==> src/rtl/irq_stim_gen_pkg.sv <==
// Shared types for the interrupt stimulus generator.
//   irq_mode_t  : per-channel behaviour (off, fixed-width pulse, level held until ack)
//   gen_state_t : reset sequencer state
//   ch_width()  : index width for a channel count, never zero
package irq_stim_gen_pkg;

  typedef enum logic [1:0] {
    IRQ_OFF   = 2'd0,
    IRQ_PULSE = 2'd1,
    IRQ_LEVEL = 2'd2
  } irq_mode_t;

  typedef enum logic {
    GEN_RESET = 1'b0,
    GEN_RUN   = 1'b1
  } gen_state_t;

  function automatic int ch_width(input int n);
    return (n > 1) ? $clog2(n) : 1;
  endfunction

endpackage

==> src/rtl/irq_stim_channel.sv <==
// One interrupt channel: holds its mode/period, counts down to the next fire
// event and shapes the line as a pulse or as a level held until acknowledged.
// Ports:
//   clk_i, rst_ni    clock, asynchronous active-low reset
//   run_i            generator is in RUN; counting and firing only happen then
//   clear_i          restart: drop line, pulse and overrun, reload the counter
//   cfg_we_i         write strobe already decoded for this channel
//   cfg_mode_i       new mode
//   cfg_period_i     new period (0 disables the channel)
//   ack_i            acknowledge already decoded for this channel
//   irq_o            interrupt line
//   overrun_o        sticky: LEVEL fire while the line was still pending
module irq_stim_channel
  import irq_stim_gen_pkg::*;
#(
  parameter int CNT_W        = 16,
  parameter int PULSE_CYCLES = 2
) (
  input  logic             clk_i,
  input  logic             rst_ni,
  input  logic             run_i,
  input  logic             clear_i,
  input  logic             cfg_we_i,
  input  irq_mode_t        cfg_mode_i,
  input  logic [CNT_W-1:0] cfg_period_i,
  input  logic             ack_i,
  output logic             irq_o,
  output logic             overrun_o
);

  localparam int PW = $clog2(PULSE_CYCLES + 1);

  irq_mode_t        mode_q;
  logic [CNT_W-1:0] period_q;
  logic [CNT_W-1:0] cnt_q;
  logic [PW-1:0]    pcnt_q;
  logic             irq_q;
  logic             ovr_q;

  logic active;
  logic fire;
  logic ovr_set;

  // The counter is loaded with the period, so reaching 1 means the next edge
  // is exactly `period` cycles after the load. An ack arriving with a fire
  // loses to the fire and does not count as an overrun.
  always_comb begin
    active  = run_i && (mode_q != IRQ_OFF) && (period_q != '0);
    fire    = active && (cnt_q <= CNT_W'(1));
    ovr_set = fire && (mode_q == IRQ_LEVEL) && irq_q && !ack_i;
  end

  // Config write has priority over restart, which has priority over normal
  // operation. Overrun survives a config write but not a restart.
  always_ff @(posedge clk_i or negedge rst_ni) begin
    if (!rst_ni) begin
      mode_q   <= IRQ_OFF;
      period_q <= '0;
      cnt_q    <= '0;
      pcnt_q   <= '0;
      irq_q    <= 1'b0;
      ovr_q    <= 1'b0;
    end else if (cfg_we_i) begin
      mode_q   <= cfg_mode_i;
      period_q <= cfg_period_i;
      cnt_q    <= cfg_period_i;
      pcnt_q   <= '0;
      irq_q    <= 1'b0;
      if (clear_i) ovr_q <= 1'b0;
    end else if (clear_i) begin
      cnt_q  <= period_q;
      pcnt_q <= '0;
      irq_q  <= 1'b0;
      ovr_q  <= 1'b0;
    end else begin
      if (active) cnt_q <= fire ? period_q : cnt_q - 1'b1;
      if (fire) begin
        irq_q <= 1'b1;
        if (mode_q == IRQ_PULSE) pcnt_q <= PW'(PULSE_CYCLES);
      end else if ((mode_q == IRQ_PULSE) && (pcnt_q != '0)) begin
        pcnt_q <= pcnt_q - 1'b1;
        if (pcnt_q == PW'(1)) irq_q <= 1'b0;
      end else if ((mode_q == IRQ_LEVEL) && ack_i) begin
        irq_q <= 1'b0;
      end
      if (ovr_set) ovr_q <= 1'b1;
    end
  end

  assign irq_o     = irq_q;
  assign overrun_o = ovr_q;

endmodule

==> src/rtl/irq_stim_gen.sv <==
// Reset sequencer and interrupt stimulus generator for the CPU testbench.
// Holds the CPU in reset for RESET_CYCLES cycles, then lets NUM_IRQ channels
// fire on their own periodic schedules.
// Ports:
//   clk_i, rst_ni    clock, asynchronous active-low reset
//   sw_rst_i         synchronous restart of the reset sequence
//   cfg_we_i         config write strobe; cfg_ch_i/cfg_mode_i/cfg_period_i
//   ack_i, ack_id_i  CPU acknowledge and the channel it targets
//   rst_cpu_o        active-high CPU reset
//   irq_o            interrupt lines
//   overrun_o        sticky per-channel overrun flags
//   running_o        high in RUN
module irq_stim_gen
  import irq_stim_gen_pkg::*;
#(
  parameter int NUM_IRQ      = 32,
  parameter int RESET_CYCLES = 10,
  parameter int CNT_W        = 16,
  parameter int PULSE_CYCLES = 2
) (
  input  logic                             clk_i,
  input  logic                             rst_ni,
  input  logic                             sw_rst_i,
  input  logic                             cfg_we_i,
  input  logic [ch_width(NUM_IRQ)-1:0]     cfg_ch_i,
  input  logic [1:0]                       cfg_mode_i,
  input  logic [CNT_W-1:0]                 cfg_period_i,
  input  logic                             ack_i,
  input  logic [ch_width(NUM_IRQ)-1:0]     ack_id_i,
  output logic                             rst_cpu_o,
  output logic [NUM_IRQ-1:0]               irq_o,
  output logic [NUM_IRQ-1:0]               overrun_o,
  output logic                             running_o
);

  localparam int CH_W = ch_width(NUM_IRQ);
  localparam int RCW  = $clog2(RESET_CYCLES + 1);

  gen_state_t     state_q, state_d;
  logic [RCW-1:0] rcnt_q, rcnt_d;
  irq_mode_t      cfg_mode;
  logic           run;

  // State register.
  always_ff @(posedge clk_i or negedge rst_ni) begin
    if (!rst_ni) begin
      state_q <= GEN_RESET;
      rcnt_q  <= '0;
    end else begin
      state_q <= state_d;
      rcnt_q  <= rcnt_d;
    end
  end

  // Next state: RESET_CYCLES edges in RESET, then RUN; sw_rst_i restarts the count.
  always_comb begin
    state_d = state_q;
    rcnt_d  = rcnt_q;
    case (state_q)
      GEN_RESET: begin
        if (sw_rst_i) begin
          rcnt_d = '0;
        end else if (rcnt_q == RCW'(RESET_CYCLES - 1)) begin
          state_d = GEN_RUN;
          rcnt_d  = '0;
        end else begin
          rcnt_d = rcnt_q + 1'b1;
        end
      end
      GEN_RUN: begin
        if (sw_rst_i) begin
          state_d = GEN_RESET;
          rcnt_d  = '0;
        end
      end
      default: begin
        state_d = GEN_RESET;
        rcnt_d  = '0;
      end
    endcase
  end

  // Outputs decode the state register only, so both edges are glitch-free
  // and rst_cpu_o falls on the same edge running_o rises.
  always_comb begin
    rst_cpu_o = (state_q == GEN_RESET);
    running_o = (state_q == GEN_RUN);
  end

  // The unused mode encoding behaves as OFF so a channel cannot latch high.
  always_comb begin
    cfg_mode = (cfg_mode_i == 2'd3) ? IRQ_OFF : irq_mode_t'(cfg_mode_i);
  end

  assign run = (state_q == GEN_RUN);

  // Out-of-range channel ids match no instance, so those writes/acks vanish.
  for (genvar i = 0; i < NUM_IRQ; i++) begin : g_ch
    irq_stim_channel #(
      .CNT_W        (CNT_W),
      .PULSE_CYCLES (PULSE_CYCLES)
    ) u_ch (
      .clk_i        (clk_i),
      .rst_ni       (rst_ni),
      .run_i        (run),
      .clear_i      (sw_rst_i),
      .cfg_we_i     (cfg_we_i && (cfg_ch_i == CH_W'(i))),
      .cfg_mode_i   (cfg_mode),
      .cfg_period_i (cfg_period_i),
      .ack_i        (ack_i && (ack_id_i == CH_W'(i))),
      .irq_o        (irq_o[i]),
      .overrun_o    (overrun_o[i])
    );
  end

endmodule
==> config.mk <==
export PLATFORM = sky130hd
export DESIGN_NAME = irq_stim_gen
export DESIGN_NICKNAME = d
export VERILOG_FILES = /design/src/rtl/irq_stim_gen_pkg.sv /design/src/rtl/irq_stim_channel.sv /design/src/rtl/irq_stim_gen.sv
export SDC_FILE = /design/constraint.sdc
export NUM_CORES = 2
export LEC_CHECK = 0
export ABC_AREA = 1
export CORE_ASPECT_RATIO = 0.6
export CORE_MARGIN = 4
export CORE_UTILIZATION = 45
export DETAILED_ROUTE_END_ITERATION = 12
export GPL_TIMING_DRIVEN = 0
export PLACE_DENSITY = 0.62
export SYNTH_ARGS = -nofsm -noshare
export SYNTH_HDL_FRONTEND = slang
export SYNTH_HIERARCHICAL = 1
export SYNTH_SLANG_ARGS = --single-unit
==> constraint.sdc <==
create_clock -name clk_i -period 3 [get_ports clk_i]
set_input_delay 0.6 -clock clk_i [delete_from_list [all_inputs] [get_ports clk_i]]
set_output_delay 0.6 -clock clk_i [all_outputs]
set_load 0.1 [all_outputs]
==> flow_summary.toml <==
[sta]
setup_viol = 0
hold_slack_ns = -0.3140
maxSlewViolCount = 0
hold_viol = 107
worst_pin_slew_ns = 1.189
fmax_mhz = 335.2
finalCritPeriodShare_pct = 99.43
fin_crit_ns = 2.983
max-slew-margin-rel_pct = 21.04
finClkSkew_ns = 0.04827
rsz0062_at_grt = "false"

[drt]
wl_met3_um = 24250
vias_per_cell = 5.337
dr.pass1.iters = 6
wl_um = 261700
num_vias = 76552
routedWlPerCell_um = 18.25
ant_nets = 0
drcViolationCount = 0
met2_length_um = 102900
dr.max_layer_used = "met5"
met1Wirelength_um = 128600
drtIter0Drc = 8743

[synthesis]
ys_warn_count = 6
synth_edf_count = 0
synth_common_cells = "nand2_1 (4087), nor2_1 (1497), dfrtp_1 (1221)"
yosys_most_used_dff = "dfrtp_1"
synth_cell_type_count = 37
synthArstFlopShare_pct = 100.0
synthCells = 11637
ys_ff_latch = 1221
synth_top_area_share_pct = 38.65
yosysMostFrequentCell = "nand2_1"
syn_area_per_cell_sq_um = 6.793
synth_top_cell_by_area = "dfrtp_1"
netlist_area_sq_um = 79050
synth.yosys.seq_area_share_pct = 38.65
syn_nets = 11800
synthTopCellsByArea = "dfrtp_1 (39%), nand2_1 (19%), nor2_1 (7.1%), nand3_1 (6.3%), inv_1 (5.8%)"

[worst_setup_path]
r2r-end = "g_ch[21].u_ch/cnt_q[9]$_DFFE_PN0P_"
crit_type = "in -> reg"
endpoint_kind = "flop"
path_delay_family = "buffers and inverters"
cp_slowest_stage_delay_ns = 0.67
crit_fanout = 10
ff2ff_setup_slack_ns = 0.55
cp.required_ns = 3.71
startpoint_type = "input pin"
cp_common_cell = "nand2_1"
worst-path-buf-inv = 5
critPathLaunch = "cfg_ch_i[1]"
arrival_ns = 3.69
path_cells = "clkdlybuf4s50_1, inv_1, nor2_2, nand2_1, nor2_1, buf_2, buf_2, nand2_1, nand2_1, inv_1, a21oi_1, nand2_1, nand2_1"
r2r_cells = 8
rr_startpoint = "running_o$_DFF_PN0_"
crit_path_top_delay_cell = "clkdlybuf4s50_1"
endpoint = "g_ch[30].u_ch/cnt_q[10]$_DFFE_PN0P_"
crit_cells = 13

[clock_tree]
clock_sinks = 1221
cts_tree = "built"
clkLatencyLatePin_ns = 0.81
clockBufferDepth = 4
clockRootBuffer = "clkbuf_16"
clkTransAtPathRegs_ns = 0.06
h-tree-depth = 4
cts_buffers = 141

[job]
cap_viol_max_count = 0

[cells_and_area]
stdcell_count = 14343
num-fill-cells = 17231
drive_gt1_share_pct = 11.36
multi_input_area_sq_um = 41790
utilization_pct = 50.98
final_cell_area_sq_um = 88430
seqCellArea_sq_um = 30560
fin_nets = 12073
syn2layout_area_growth_pct = 11.87

[grt]
track_usage_pct = 27.97
grt_overflow_total = 0
grt_pass1_wl_um = 406500
grt_antenna_before_repair = 7
grt_pass1_vias = 68918
grt_max_degree = 169

[run_status]
outcome = "finished, violations left"
violations = "negative hold slack"

[placement]
port_buffers = 98
hpwl_um = 189300
place_area_sq_um = 83780
routabilityCongestion = 0.9417
place_inst = 14106

[pwr]
peakVddDrop_uv = 411.7
power_density_nw_per_um2 = 610.4
totalPowerFinal_mw = 53.98
p_leak_nw = 46.73

[die]
die_h_um = 332.7
die_w_um = 549.1
core_sq_um = 173500
initial_utilization_pct = 45.57
ioPinCount = 99
die_area_sq_um = 182700
row_count = 118

[worst_hold_path]
min_path_type = "in -> async"
## cell families (layout without fill, tap and decap cells)
family | after synthesis | count (layout) | share of synthesized area [%]
buf+inv | 1590 | 1955 | 8.530
flops | 1221 | 1221 | 38.65
xor+xnor | 109 | 109 | 1.208
other cells | 0 | 1 | 0
simple gates | 7567 | 7567 | 42.59
compound gates | 1020 | 1020 | 6.958
fa+ha+maj | 130 | 130 | 2.058
## sequential cells by signal, indices dropped and copies added, names as in the netlist
register	count
g_ch.u_ch/cnt_q	512
g_ch.u_ch/period_q	512
g_ch.u_ch/mode_q	64
g_ch.u_ch/pcnt_q	64
g_ch.u_ch/irq_o	32
g_ch.u_ch/overrun_o	32
rcnt_q	4
running_o	1
## where the power goes
| part | internal (mW) | total, mW | switching [mW] |
|---|---|---|---|
| logic | 4.72 | 14.0 | 9.31 |
| clock network | 10.7 | 18.0 | 7.30 |
| registers | 19.4 | 22.0 | 2.60 |
| total | 34.8 | 54.0 | 19.2 |
## cell type report
class                      instances  share of cell area, %
antenna                            1               0.002830
multi-input combinational       8826                  47.25
buffer                           292                  2.117
tap                             2340                  3.311
timing repair buffer             130                  1.989
clock buffer                     188                  4.509
sequential                      1221                  34.56
inverter                        1298                  5.509
clock inverter                    47                 0.7555
## placed cells by master (no fill, tap or decap), drive strengths merged, types with 70 or more instances in the layout
| master | netlist | routed |
|---|---|---|
| ha | 130 | 130 |
| nand2 | 4247 | 4247 |
| dfrtp | 1221 | 1221 |
| xor2 | 76 | 76 |
| nand3b | 70 | 70 |
| o21ai | 549 | 549 |
| nand3 | 1158 | 1158 |
| a21oi | 439 | 439 |
| nor2 | 1882 | 1882 |
| nand4 | 95 | 95 |
| inv | 1298 | 1302 |
| clkbuf | 58 | 248 |
| nor3 | 98 | 98 |
| buf | 234 | 283 |
## layer usage
layer | vias to the layer above | global-route usage, %
met3 | 353 | 5.090
met2 | 3028 | 38.01
li1 | 37177 | -
met5 | - | 0
met4 | 4 | 5.908
met1 | 35990 | 45.29
## worst min path at each step
stage,from,end,slack [ns],cells past startpoint
after floorplan,rst_ni,g_ch[0].u_ch/cnt_q[0]$_DFFE_PN0P_,0.30,0
after global placement,g_ch[6].u_ch/cnt_q[1]$_DFFE_PN0P_,g_ch[6].u_ch/cnt_q[1]$_DFFE_PN0P_,0.46,2
after detailed placement,g_ch[26].u_ch/cnt_q[1]$_DFFE_PN0P_,g_ch[26].u_ch/cnt_q[1]$_DFFE_PN0P_,0.47,2
after CTS,rst_ni,g_ch[25].u_ch/cnt_q[1]$_DFFE_PN0P_,-0.28,1
after global routing,rst_ni,g_ch[25].u_ch/cnt_q[1]$_DFFE_PN0P_,-0.28,1
final,rst_ni,g_ch[25].u_ch/cnt_q[1]$_DFFE_PN0P_,-0.31,1
## per-stage QoR
| step | setup slack [ns] | setup TNS, ns |
|---|---|---|
| 2_1_floorplan | 0.2693 | 0 |
| 3_3_place_gp | -56.88 | - |
| 3_5_place_dp | -0.8450 | -357.76 |
| 4_1_cts | 0.002647 | 0 |
| 5_1_grt | 0.005129 | 0 |
| 6_report | 0.01713 | 0 |
## repair_timing
action	in CTS	in global routing
gates cloned	0	1
endpoints found under the setup margin	45	80
gates resized for setup	46	11
buffers inserted	0	0
endpoints found under the hold margin	107	107
(Power assumes the default switching activity.)
